File: config.mk
export PLATFORM = sky130hd
export DESIGN_NAME = opp_state_tx
export DESIGN_NICKNAME = d
export VERILOG_FILES = /design/src/rtl/game_net_pkg.sv /design/src/rtl/dibit_shifter.sv /design/src/rtl/opp_state_tx.sv
export SDC_FILE = /design/constraint.sdc
export NUM_CORES = 1
export LEC_CHECK = 0
export ABC_AREA = 1
export CAP_MARGIN = 15
export CORE_ASPECT_RATIO = 0.6
export CORE_MARGIN = 2
export CORE_UTILIZATION = 61
export DETAILED_ROUTE_END_ITERATION = 7
export PLACE_DENSITY = 0.85
export SLEW_MARGIN = 20
export SYNTH_ARGS = -nofsm -noshare
export SYNTH_HDL_FRONTEND = slang
export SYNTH_SLANG_ARGS = --single-unit
export TNS_END_PERCENT = 20
File: constraint.sdc
create_clock -name clk -period 5.4 [get_ports clk]
set_input_delay 0.54 -clock clk [delete_from_list [all_inputs] [get_ports clk]]
set_output_delay 0.54 -clock clk [all_outputs]
set_load 0.02 [all_outputs]
File: src/rtl/game_net_pkg.sv
// Shared definitions for the kart state link: packet geometry, field
// widths, the packed kart state and the packet checksum.
`timescale 1ns/1ps
package game_net_pkg;

    localparam int PKT_BYTES  = 8;
    localparam int PKT_DIBITS = 32;

    localparam int X_W    = 11;
    localparam int Y_W    = 11;
    localparam int DIR_W  = 9;
    localparam int GAME_W = 3;

    // Snapshot of one player's state, in wire order (x is sent first).
    typedef struct packed {
        logic [X_W-1:0]    x;
        logic [Y_W-1:0]    y;
        logic [DIR_W-1:0]  dir;
        logic [GAME_W-1:0] game;
        logic              rst;
    } kart_state_t;

    // XOR of the seven bytes preceding the checksum (byte0 in the top bits).
    function automatic logic [7:0] pkt_checksum(input logic [(PKT_BYTES-1)*8-1:0] body);
        logic [7:0] acc;
        acc = 8'h00;
        for (int i = 0; i < PKT_BYTES - 1; i++) begin
            acc = acc ^ body[i*8 +: 8];
        end
        return acc;
    endfunction

endpackage

File: src/rtl/dibit_shifter.sv
// Packet serialiser: loads a whole packet and shifts it out two bits at a
// time, MSB dibit first, under a valid/ready handshake.
`timescale 1ns/1ps
module dibit_shifter
    import game_net_pkg::*;
(
    input  logic                   clk,
    input  logic                   rst,
    input  logic                   load,
    input  logic [PKT_BYTES*8-1:0] load_data,
    input  logic                   ready,
    output logic                   valid,
    output logic [1:0]             dibit,
    output logic                   fire,
    output logic                   last
);

    // Handshake: a dibit is transferred on every cycle where valid && ready.
    // While ready is low, valid and dibit hold their values unchanged; dibit
    // is forced to zero whenever valid is low.

    logic [PKT_BYTES*8-1:0] shreg_q;
    logic [4:0]             idx_q;
    logic                   valid_q;

    // Load a packet, then advance one dibit per accepted transfer.
    always_ff @(posedge clk) begin
        if (rst) begin
            shreg_q <= '0;
            idx_q   <= '0;
            valid_q <= 1'b0;
        end else if (load) begin
            shreg_q <= load_data;
            idx_q   <= '0;
            valid_q <= 1'b1;
        end else if (valid_q && ready) begin
            shreg_q <= {shreg_q[PKT_BYTES*8-3:0], 2'b00};
            idx_q   <= idx_q + 5'd1;
            if (idx_q == 5'(PKT_DIBITS - 1)) begin
                valid_q <= 1'b0;
            end
        end
    end

    assign valid = valid_q;
    assign dibit = valid_q ? shreg_q[PKT_BYTES*8-1 -: 2] : 2'b00;
    assign fire  = valid_q && ready;
    assign last  = valid_q && (idx_q == 5'(PKT_DIBITS - 1));

endmodule

File: src/rtl/opp_state_tx.sv
// Transmit end of the kart state link. Once per frame trigger, snapshots
// the local player's state, builds an 8-byte packet (header, sequence,
// packed state, checksum) and streams it as dibits, followed by an
// inter-packet gap. Triggers arriving while busy collapse into one pending
// request whose inputs are captured when it actually starts.
`timescale 1ns/1ps
module opp_state_tx
    import game_net_pkg::*;
#(
    parameter logic [7:0] PKT_HEADER = 8'hA5,
    parameter int         GAP_CYCLES = 24
) (
    input  logic              clk,
    input  logic              rst,
    input  logic              send_trigger,
    input  logic [X_W-1:0]    player_x,
    input  logic [Y_W-1:0]    player_y,
    input  logic [DIR_W-1:0]  player_direction,
    input  logic [GAME_W-1:0] game_stat,
    input  logic              player_rst,
    input  logic              axior,
    output logic              axiov,
    output logic [1:0]        axiod,
    output logic              busy,
    output logic [7:0]        pkt_count
);

    typedef enum logic [1:0] {
        ST_IDLE = 2'd0,
        ST_SEND = 2'd1,
        ST_GAP  = 2'd2
    } tx_state_t;

    // Current FSM state, kept as a named signal so it can be observed.
    tx_state_t state_q;
    tx_state_t state_d;

    logic [7:0] seq_q;
    logic [7:0] pkt_count_q;
    logic [7:0] gap_cnt_q;
    logic       pending_q;

    logic load;
    logic sh_fire;
    logic sh_last;
    logic pkt_done;
    logic gap_end;

    kart_state_t                  snap;
    logic [(PKT_BYTES-1)*8-1:0]   body;
    logic [PKT_BYTES*8-1:0]       pkt_word;

    assign snap     = {player_x, player_y, player_direction, game_stat, player_rst};
    assign body     = {PKT_HEADER, seq_q, snap, 5'b00000};
    assign pkt_word = {body, pkt_checksum(body)};

    assign pkt_done = sh_fire && sh_last;
    assign gap_end  = (state_q == ST_GAP) && (gap_cnt_q == 8'(GAP_CYCLES - 1));

    // State register.
    always_ff @(posedge clk) begin
        if (rst) begin
            state_q <= ST_IDLE;
        end else begin
            state_q <= state_d;
        end
    end

    // Next-state and shifter load decision.
    always_comb begin
        state_d = state_q;
        load    = 1'b0;
        case (state_q)
            ST_IDLE: begin
                if (send_trigger || pending_q) begin
                    state_d = ST_SEND;
                    load    = 1'b1;
                end
            end
            ST_SEND: begin
                if (pkt_done) begin
                    state_d = ST_GAP;
                end
            end
            ST_GAP: begin
                if (gap_end) begin
                    state_d = ST_IDLE;
                end
            end
            default: state_d = ST_IDLE;
        endcase
    end

    // Gap timer, sequence number, sent-packet counter and pending request.
    always_ff @(posedge clk) begin
        if (rst) begin
            gap_cnt_q   <= '0;
            seq_q       <= '0;
            pkt_count_q <= '0;
            pending_q   <= 1'b0;
        end else begin
            if (state_q == ST_GAP) begin
                gap_cnt_q <= gap_cnt_q + 8'd1;
            end else begin
                gap_cnt_q <= '0;
            end

            if (pkt_done) begin
                seq_q       <= seq_q + 8'd1;
                pkt_count_q <= pkt_count_q + 8'd1;
            end

            // A start consumes the request; any trigger while not starting
            // is remembered (further ones merge into the same request).
            if (load) begin
                pending_q <= 1'b0;
            end else if (send_trigger) begin
                pending_q <= 1'b1;
            end
        end
    end

    dibit_shifter u_shifter (
        .clk       (clk),
        .rst       (rst),
        .load      (load),
        .load_data (pkt_word),
        .ready     (axior),
        .valid     (axiov),
        .dibit     (axiod),
        .fire      (sh_fire),
        .last      (sh_last)
    );

    assign busy      = (state_q == ST_SEND) || (state_q == ST_GAP);
    assign pkt_count = pkt_count_q;

endmodule

==> results of run 1 <==
[kinds of logic (layout without fill, tap and decap cells)]
group / count (synthesis) / after routing / synth area share [%]
xor gates and xnor gates: 17 / 17 / 3.20
adders and majority gates: 9 / 9 / 2.42
buffers and inverters: 94 / 129 / 8.04
DFF: 97 / 97 / 41.7
AOI/OAI and AO/OA: 151 / 151 / 18.2
and+or+nand+nor: 290 / 290 / 26.5
[routing by layer]
layer	track usage (%)	up-vias
met5	0	-
met4	9.67	0
met3	7.78	22
met2	46.8	176
met1	39.3	2102
li1	-	2236
[metrics by stage]
step / util, % / instance area (µm²) / cells
floorplan: - / 4650 / 658
CTS: 74.6 / 5470 / 797
finish: 74.6 / 5470 / 797
detailed placement: 70.6 / 5170 / 782
global route: 74.6 / 5470 / 797
global placement: 70.6 / 5170 / 782
[cell type report]
type                            count  area [µm²]
Multi-Input combinational cell    467        2340
Sequential cell                    97        1940
Fill cell                         604        1860
Timing Repair Buffer               53         523
Clock buffer                       10         239
Inverter                           61         231
Tap cell                          104         130
Clock inverter                      5        56.3
[critical path, delay by kind of cell]
family                 cells  cell delay [ps]
buffers and inverters      2             1420
AO/OA/AOI/OAI              1              340
AND/OR/NAND/NOR            2              510
[Yosys cell counts]
cell type / count
nand2_1: 181
dfxtp_1: 97
a21oi_1: 95
inv_1: 58
nand3_1: 50
nor2_1: 36
o21ai_0: 29
a221oi_1: 20
buf_2: 15
clkbuf_1: 15
nor3_1: 10
ha_1: 9
xnor2_1: 9
xor2_1: 8
a31oi_1: 4
buf_1: 3
nor2_2: 3
inv_2: 2
nand4_1: 2
nor2_4: 2
nor3b_1: 2
o21a_1: 2
inv_4: 1
nand2_4: 1
nor2_8: 1
nor3_2: 1
nor4_1: 1
o21ai_2: 1
[registers in the layout, summed over array words and instances (netlist names)]
name	cells
gap_cnt_q	8
pending_q	1
pkt_count	8
seq_q	8
state_q	2
u_shifter.idx_q	5
u_shifter.shreg_q	64
u_shifter.valid	1
[final timing paths]
kind | start | to | slack [ps] | cells after the start
setup reg to reg | u_shifter.valid$_SDFFE_PP0P_ | u_shifter.shreg_q[21]$_SDFFE_PP0P_ | 2980 | 4
setup / recovery | axior | u_shifter.shreg_q[21]$_SDFFE_PP0P_ | 2760 | 5
hold / removal | u_shifter.shreg_q[57]$_SDFFE_PP0P_ | u_shifter.shreg_q[57]$_SDFFE_PP0P_ | 460 | 2
hold reg to reg | u_shifter.shreg_q[57]$_SDFFE_PP0P_ | u_shifter.shreg_q[57]$_SDFFE_PP0P_ | 460 | 2
[report_power, final]
group          total [µW]  switching [µW]  internal [µW]
Clock                 639             271            368
Combinational         672             431            241
Sequential            934            81.4            852
==> results.yml, run 1 <==
run_status:
  outcome: "finished clean"
synthesis:
  ys_warn_count: 0
  synthTopCellsByArea: "dfxtp_1 (42%), nand2_1 (15%), a21oi_1 (10%), nand3_1 (5.4%), inv_1 (4.7%)"
  synth.avg_cell_area_um2: 7.07
  ys_seq_elements: 97
  yosysSeqAreaShare_pct: 41.7
  synth_top_area_cell: "dfxtp_1"
  synth.distinct_cells: 28
  synth_top_area_share_pct: 41.7
  syn_nets: 706
  syn_area_mm2: 0.00465
  syn_inst: 658
clocking:
  clock_sinks: 97
  post-cts-setup-buffers: 0
  cts_made_buffers: 9
  clk_latency_ps: 350
  cts_root_buf: "clkbuf_16"
  path_clk_slew_ps: 60
  clock_path_buffers: 2
  postCtsResizedCells: 0
  cts_tree: "built"
  cts_hold_buffers: 0
  cts_htree_levels: 3
floorplanning:
  chipHeight_um: 71.7
  die_w_um: 117
  die_area_mm2: 0.00837
  coreArea_mm2: 0.00733
  initial_core_util_pct: 63.5
  io_pins: 51
  rows: 24
global_route:
  grt_max_degree: 75
  overflow: 0
  track_usage_pct: 29.4
  grt_pass1_vias: 4202
  antenna_found_initial: 0
  grt_first_pass_wirelength_um: 19300
power_and_ir_drop:
  power_uw: 2240
  ir_drop_mv: 0.228
  p_per_area_mw_per_mm2: 411
  p_leak_uw: 0.00224
final_layout:
  drive_above_1_share_pct: 4.47
  num_antenna_cells: 0
  final_common_cell: "nand2_1"
  layout.nets: 737
  syn_to_final_growth_pct: 17.5
  final_cell_mix: "nand2_1 (181), dfxtp_1 (97), a21oi_1 (95), inv_1 (58)"
worst_hold_path:
  hp-class: "reg -> reg"
worst_setup_path:
  crit_path_start_kind: "input port"
  cp-end-kind: "flip-flop"
  arrival_ps: 2880
  cpPeakStageDelay_ps: 910
  path_cells: "clkdlybuf4s50_1 > nand2_4 > inv_2 > nand2_1 > a221oi_1"
  worstSetupPathType: "in -> reg"
  crit_path_top_delay_cell: "inv_2"
  path_max_fanout: 63
  critPathRequiredTime_ps: 5640
placement:
  gp_congestion: 0.825
  portBuffers: 50
  dp_hpwl_um: 7940
  dp_slack_ps: 2460
route:
  top_layer: "met4"
  vias: 4536
  wl_met2_um: 5440
  wl_per_cell_um: 14.6
  first_iter_violations: 340
  vias_per_cell: 5.69
  drc_errors: 0
  wl_met3_um: 977
  antenna_left: 0
  firstDrtPassIters: 5
  totalWireLength_um: 11700
  met1Wirelength_um: 5080
timing:
  max_freq_mhz: 379
  relSlewSlack_pct: 30.9
  worst_slew_pin_slew_ps: 1040
  fin_crit_sh_pct: 48.8
  tns_ps: 0
  slew_viol_final: 0
  setup_slack_ps: 2760
  rsz0062_at_grt: "false"
  setup_viol: 0
  hold_viol: 0
  min_period_ps: 2640
  skew_ps: 6.27
  whs_ps: 461
job:
  drv_cap: 0
Power figures use the tool's default switching activity.
==> run 2: changes to the inputs <==
- CORE_UTILIZATION: 61 -> 51
- PLACE_DENSITY: 0.85 -> 0.76
- clock period: 5.4 -> 2.2 ns (I/O delays scaled with it)
==> run 2 against run 1 <==
  * Count of clock-buffer cells in the layout did not move
  * Combinational power rose to 2.6 times the previous value
  * Die area rose by 19%
  * Critical path type is now reg -> reg
==> results.yml, run 2 (synthesized netlist as in run 1, its figures left out) <==
power_and_ir_drop:
  pwr-share-clk_pct: 26.6
  ir_drop_mv: 0.601
  p_sw_uw: 1950
  p_per_area_mw_per_mm2: 988
  p_leak_uw: 0.00227
  pwr-share-seq_pct: 41.6
  power_frac_comb_pct: 31.8
  p_int_uw: 3530
  swShare_pct: 35.5
clocking:
  cts_htree_levels: 3
  cts_tree: "built"
  clk_latency_ps: 350
  clock_path_buffers: 2
  cts_made_buffers: 9
  cts_root_buf: "clkbuf_16"
  path_clk_slew_ps: 70
  clock_sinks: 97
  post-cts-setup-buffers: 0
route:
  first_iter_violations: 470
  drc_errors: 0
  vias_per_cell: 5.49
  firstDrtPassIters: 6
  antenna_left: 0
  vias: 4470
  wl_per_cell_um: 14.4
  totalWireLength_um: 11700
placement:
  portBuffers: 50
  dp_hpwl_um: 8400
  gp_congestion: 0.822
  dpl_cell_area_mm2: 0.00527
global_route:
  overflow: 0
  grt_pass1_vias: 4053
  grt_max_degree: 63
  antenna_found_initial: 0
  track_usage_pct: 24.2
  grt_first_pass_wirelength_um: 19100
worst_setup_path:
  critPathRequiredTime_ps: 2480
  cpMostUsedCell: "nand2_1"
  path_max_fanout: 9
  arrival_ps: 2230
  worstSetupPathType: "reg -> reg"
  cp-end-kind: "flip-flop"
  crit_path_start_kind: "flip-flop"
  path_cells: "ha_1 > inv_1 > nor3_2 > ha_1 > inv_1 > nor2_8 > inv_4 > nor2_4 > nand2_1 > nor2_2 > nand2_1 > nand2_1 > nand2_1 > nor2_1"
  crit_path_top_delay_cell: "dfxtp_1"
  cpLargestDelayFamily: "simple AND/OR/NAND/NOR gates"
  path_buf_inv: 3
  cpPeakStageDelay_ps: 380
floorplanning:
  die_area_mm2: 0.00993
  coreArea_mm2: 0.00869
  initial_core_util_pct: 53.6
  io_pins: 51
  die_w_um: 127
  chipHeight_um: 78.0
  rows: 26
final_layout:
  design_area_mm2: 0.00554
  layout.nets: 745
  final_cell_mix: "nand2_1 (181), dfxtp_1 (97), a21oi_1 (95), inv_1 (58)"
  num_antenna_cells: 0
  largest_register: "u_shifter.shreg_q"
  final_common_cell: "nand2_1"
  syn_to_final_growth_pct: 19.1
  drive_above_1_share_pct: 5.70
  largest_reg_flops: 64
  n_fill_cell: 766
timing:
  fin_crit_sh_pct: 88.3
  max_freq_mhz: 515
  skew_ps: 6.90
  slew_viol_final: 0
  relSlewSlack_pct: 65.6
  rsz0062_at_grt: "false"
  worst_slew_pin_slew_ps: 515
  tns_ps: 0
  setup_viol: 0
  hold_viol: 0
  min_period_ps: 1940
run_status:
  outcome: "finished clean"
job:
  drv_cap: 0
worst_hold_path:
  hp-class: "reg -> reg"
[run 2: cell count changes in the layout (fill, tap and decap cells not counted), sizes merged]
| cell | change |
|---|---|
| bufinv | -1 |
| clkinv | -1 |
| buf | +8 |
| clkinvlp | +1 |
| inv | +2 |
[run 2: repair_timing]
action,CTS,global route
hold buffers,0,0
resized for setup,0,1
endpoints found under the setup margin,0,2
[run 2: layer usage]
layer	vias to the layer above	global-route usage (%)	wire [µm]
met2	168	37.1	5110
met5	-	0	0
met1	2039	34.0	5510
li1	2250	-	-
met4	0	7.03	163
met3	13	5.86	903
[run 2: worst paths after layout]
check                             startpoint                         to  slack (ps)  cells after the start
min                  gap_cnt_q[0]$_SDFF_PP0_    gap_cnt_q[0]$_SDFF_PP0_         460                      1
max reg2reg  u_shifter.idx_q[0]$_SDFFE_PP0P_  pkt_count[7]$_SDFFE_PP0P_         260                     14
min reg2reg          gap_cnt_q[0]$_SDFF_PP0_    gap_cnt_q[0]$_SDFF_PP0_         460                      1
max          u_shifter.idx_q[0]$_SDFFE_PP0P_  pkt_count[7]$_SDFFE_PP0P_         260                     14
[run 2: through the flow]
step | hold WS (ps) | utilization, % | worst slack [ps] | std cells | total power, µW
floorplan | 371 | - | 505 | 658 | 3510
global placement | 426 | 60.6 | 370 | 798 | 3960
detailed placement | 456 | 60.6 | 213 | 798 | 4030
CTS | 466 | 63.8 | 197 | 814 | 5480
global route | 481 | 63.8 | 44.3 | 814 | 5820
finish | 460 | 63.8 | 258 | 814 | 5480
[run 2: layout make-up]
type	count	area, µm²	share of cell area (%)
multi-input cells	467	2350	42.4
flip-flops and latches	97	1940	35.0
repair buffers	61	608	11.0
inverters	61	231	4.18
clock buffers	10	229	4.13
well taps	112	140	2.53
clock inverters	6	42.5	0.767
[run 2: power groups by stage]
stage	sequential, µW	combinational, µW	clock, µW
2_1_floorplan	2260	1250	0
3_3_place_gp	2300	1660	0
3_5_place_dp	2310	1720	0
4_1_cts	2270	1730	1480
5_1_grt	2310	1950	1560
6_report	2280	1740	1460
[run 2: worst reg2reg max path, cell delays in order (launching register included)]
cell and delay (ps):
dfxtp_1 380, ha_1 190, inv_1 60, nor3_2 140, ha_1 180, inv_1 90
nor2_8 170, inv_4 90, nor2_4 120, nand2_1 70, nor2_2 110, nand2_1 70
nand2_1 70, nand2_1 50, nor2_1 100
==> run 3: changes to the inputs <==
- CORE_MARGIN: 2 -> 1
- REMOVE_ABC_BUFFERS: default -> 1
==> run 3 against run 2 <==
  * Worst setup slack worse by 5.8 ps
  * Register-to-register slack barely moved
  * Global-route usage up 0.74 points
  * Total power up 4.1%
  * Flip-flop and latch count unchanged
  * Routed wire length decreased by 2.3%
  * Sequential share of layout area shrank 0.28 points
  * Combinational power hardly changed
==> results.yml, run 3 (synthesized netlist as in run 1, its figures left out) <==
run_status:
  outcome: "finished clean"
placement:
  gp_congestion: 0.813
  dp.cells: 796
  dp_hpwl_um: 7750
  portBuffers: 50
timing:
  worst_slew_pin_slew_ps: 503
  skew_ps: 9.15
  fin_crit_sh_pct: 88.5
  min_period_ps: 1950
  rsz0062_at_grt: "false"
  hold_viol: 0
  setup_viol: 0
  max_freq_mhz: 513
  relSlewSlack_pct: 66.4
  slew_viol_final: 0
  tns_ps: 0
worst_setup_path:
  worstSetupPathType: "reg -> reg"
  cp-end-kind: "flip-flop"
  arrival_ps: 2170
  crit_path_start_kind: "flip-flop"
  crit_cells: 11
  rr_worst_depth: 11
  cpPeakStageDelay_ps: 370
  critPathRequiredTime_ps: 2420
  worstReg2RegStart: "u_shifter.idx_q[0]$_SDFFE_PP0P_"
  cp-startpoint: "u_shifter.idx_q[0]$_SDFFE_PP0P_"
  path_buf_inv: 2
  rrSetupSlack_ps: 250
  path_cells: "ha_1 > inv_1 > nor3_1 > ha_1 > inv_1 > nor2_8 > nand3_1 > nor3_2 > nand3_1 > nand2_1 > nor2_1"
  path_max_fanout: 8
  cpLargestDelayFamily: "simple AND/OR/NAND/NOR gates"
  crit_path_end: "seq_q[6]$_SDFFE_PP0P_"
  crit_path_top_delay_cell: "dfxtp_1"
  timing.rr.end: "seq_q[6]$_SDFFE_PP0P_"
final_layout:
  largest_register: "u_shifter.shreg_q"
  final_cells: 811
  largest_reg_flops: 64
  final_cell_mix: "nand2_1 (181), dfxtp_1 (97), a21oi_1 (95), inv_1 (58)"
  syn_to_final_growth_pct: 20.1
  n_fill_cell: 745
  layout.nets: 743
  num_antenna_cells: 0
  drive_above_1_share_pct: 5.01
  final_common_cell: "nand2_1"
global_route:
  grt_pass1_vias: 3968
  grt_first_pass_wirelength_um: 19100
  antenna_found_initial: 0
  track_usage_pct: 25.0
  overflow: 0
  grt_max_degree: 75
clocking:
  cts_htree_levels: 3
  clk_latency_ps: 340
  cts_root_buf: "clkbuf_16"
  cts_tree: "built"
  path_clk_slew_ps: 70
  cts_hold_buffers: 0
  cts_made_buffers: 9
  clock_path_buffers: 2
  post-cts-setup-buffers: 0
  clock_sinks: 97
  postCtsResizedCells: 0
route:
  met1Wirelength_um: 5750
  vias_per_cell: 5.43
  wl_met3_um: 903
  drc_errors: 0
  totalWireLength_um: 11400
  vias: 4401
  wl_met2_um: 4690
  wl_per_cell_um: 14.1
  firstDrtPassIters: 7
  first_iter_violations: 498
  antenna_left: 0
  top_layer: "met4"
worst_hold_path:
  hp-class: "reg -> reg"
power_and_ir_drop:
  p_leak_uw: 0.00229
  ir_drop_mv: 0.796
  p_per_area_mw_per_mm2: 1020
  power_uw: 5700
floorplanning:
  rows: 26
  io_pins: 51
  coreArea_mm2: 0.00869
  chipHeight_um: 76.0
  die_area_mm2: 0.00952
  initial_core_util_pct: 53.6
  die_w_um: 125
job:
  drv_cap: 0
run 3: cell types whose count changed in the layout (fill, tap and decap cells not counted), sizes merged:
cell	delta
clkbuf	+2
buf	-2
clkinv	-1
inv	-2
clkinvlp	-2
bufinv	+2
run 3: layer usage:
| layer | vias to the layer above | GRT usage (%) |
|---|---|---|
| li1 | 2244 | - |
| met5 | - | 0 |
| met3 | 8 | 5.34 |
| met2 | 152 | 36.9 |
| met4 | 0 | 6.22 |
| met1 | 1997 | 36.8 |
run 3: worst min path at each step:
stage / start / endpoint / slack, ps / depth (start not counted)
after global routing: u_shifter.shreg_q[26]$_SDFFE_PP0P_ / u_shifter.shreg_q[28]$_SDFFE_PP0P_ / 480 / 2
after CTS: gap_cnt_q[0]$_SDFF_PP0_ / gap_cnt_q[0]$_SDFF_PP0_ / 450 / 1
after floorplan: rst / u_shifter.shreg_q[2]$_SDFFE_PP0P_ / 290 / 1
after global placement: gap_cnt_q[0]$_SDFF_PP0_ / gap_cnt_q[0]$_SDFF_PP0_ / 430 / 1
final: gap_cnt_q[0]$_SDFF_PP0_ / gap_cnt_q[0]$_SDFF_PP0_ / 440 / 1
after detailed placement: gap_cnt_q[0]$_SDFF_PP0_ / gap_cnt_q[0]$_SDFF_PP0_ / 430 / 1
run 3: report_power, final:
part           leakage, µW  internal, µW  switching [µW]
clock             0.000153          1020             643
sequential        0.000794          2090             193
combinational      0.00134           670            1080
run 3: stage by stage:
step	cell area (µm²)	util (%)	hold slack, ps	worst slack [ps]
finish	5590	64.3	445	253
global route	5590	64.3	482	53.3
CTS	5590	64.3	448	253
detailed placement	5280	60.7	433	265
global placement	5280	60.7	425	348
floorplan	4510	-	289	-1310
run 3: cell type report:
cell class,count,area (µm²),area share (%)
repair buffers,59,618,11.1
inverters,61,231,4.14
clock inverters,3,65.1,1.16
well taps,112,140,2.51
multi-input cells,467,2340,42.0
flip-flops and latches,97,1940,34.8
clock buffers,12,246,4.41
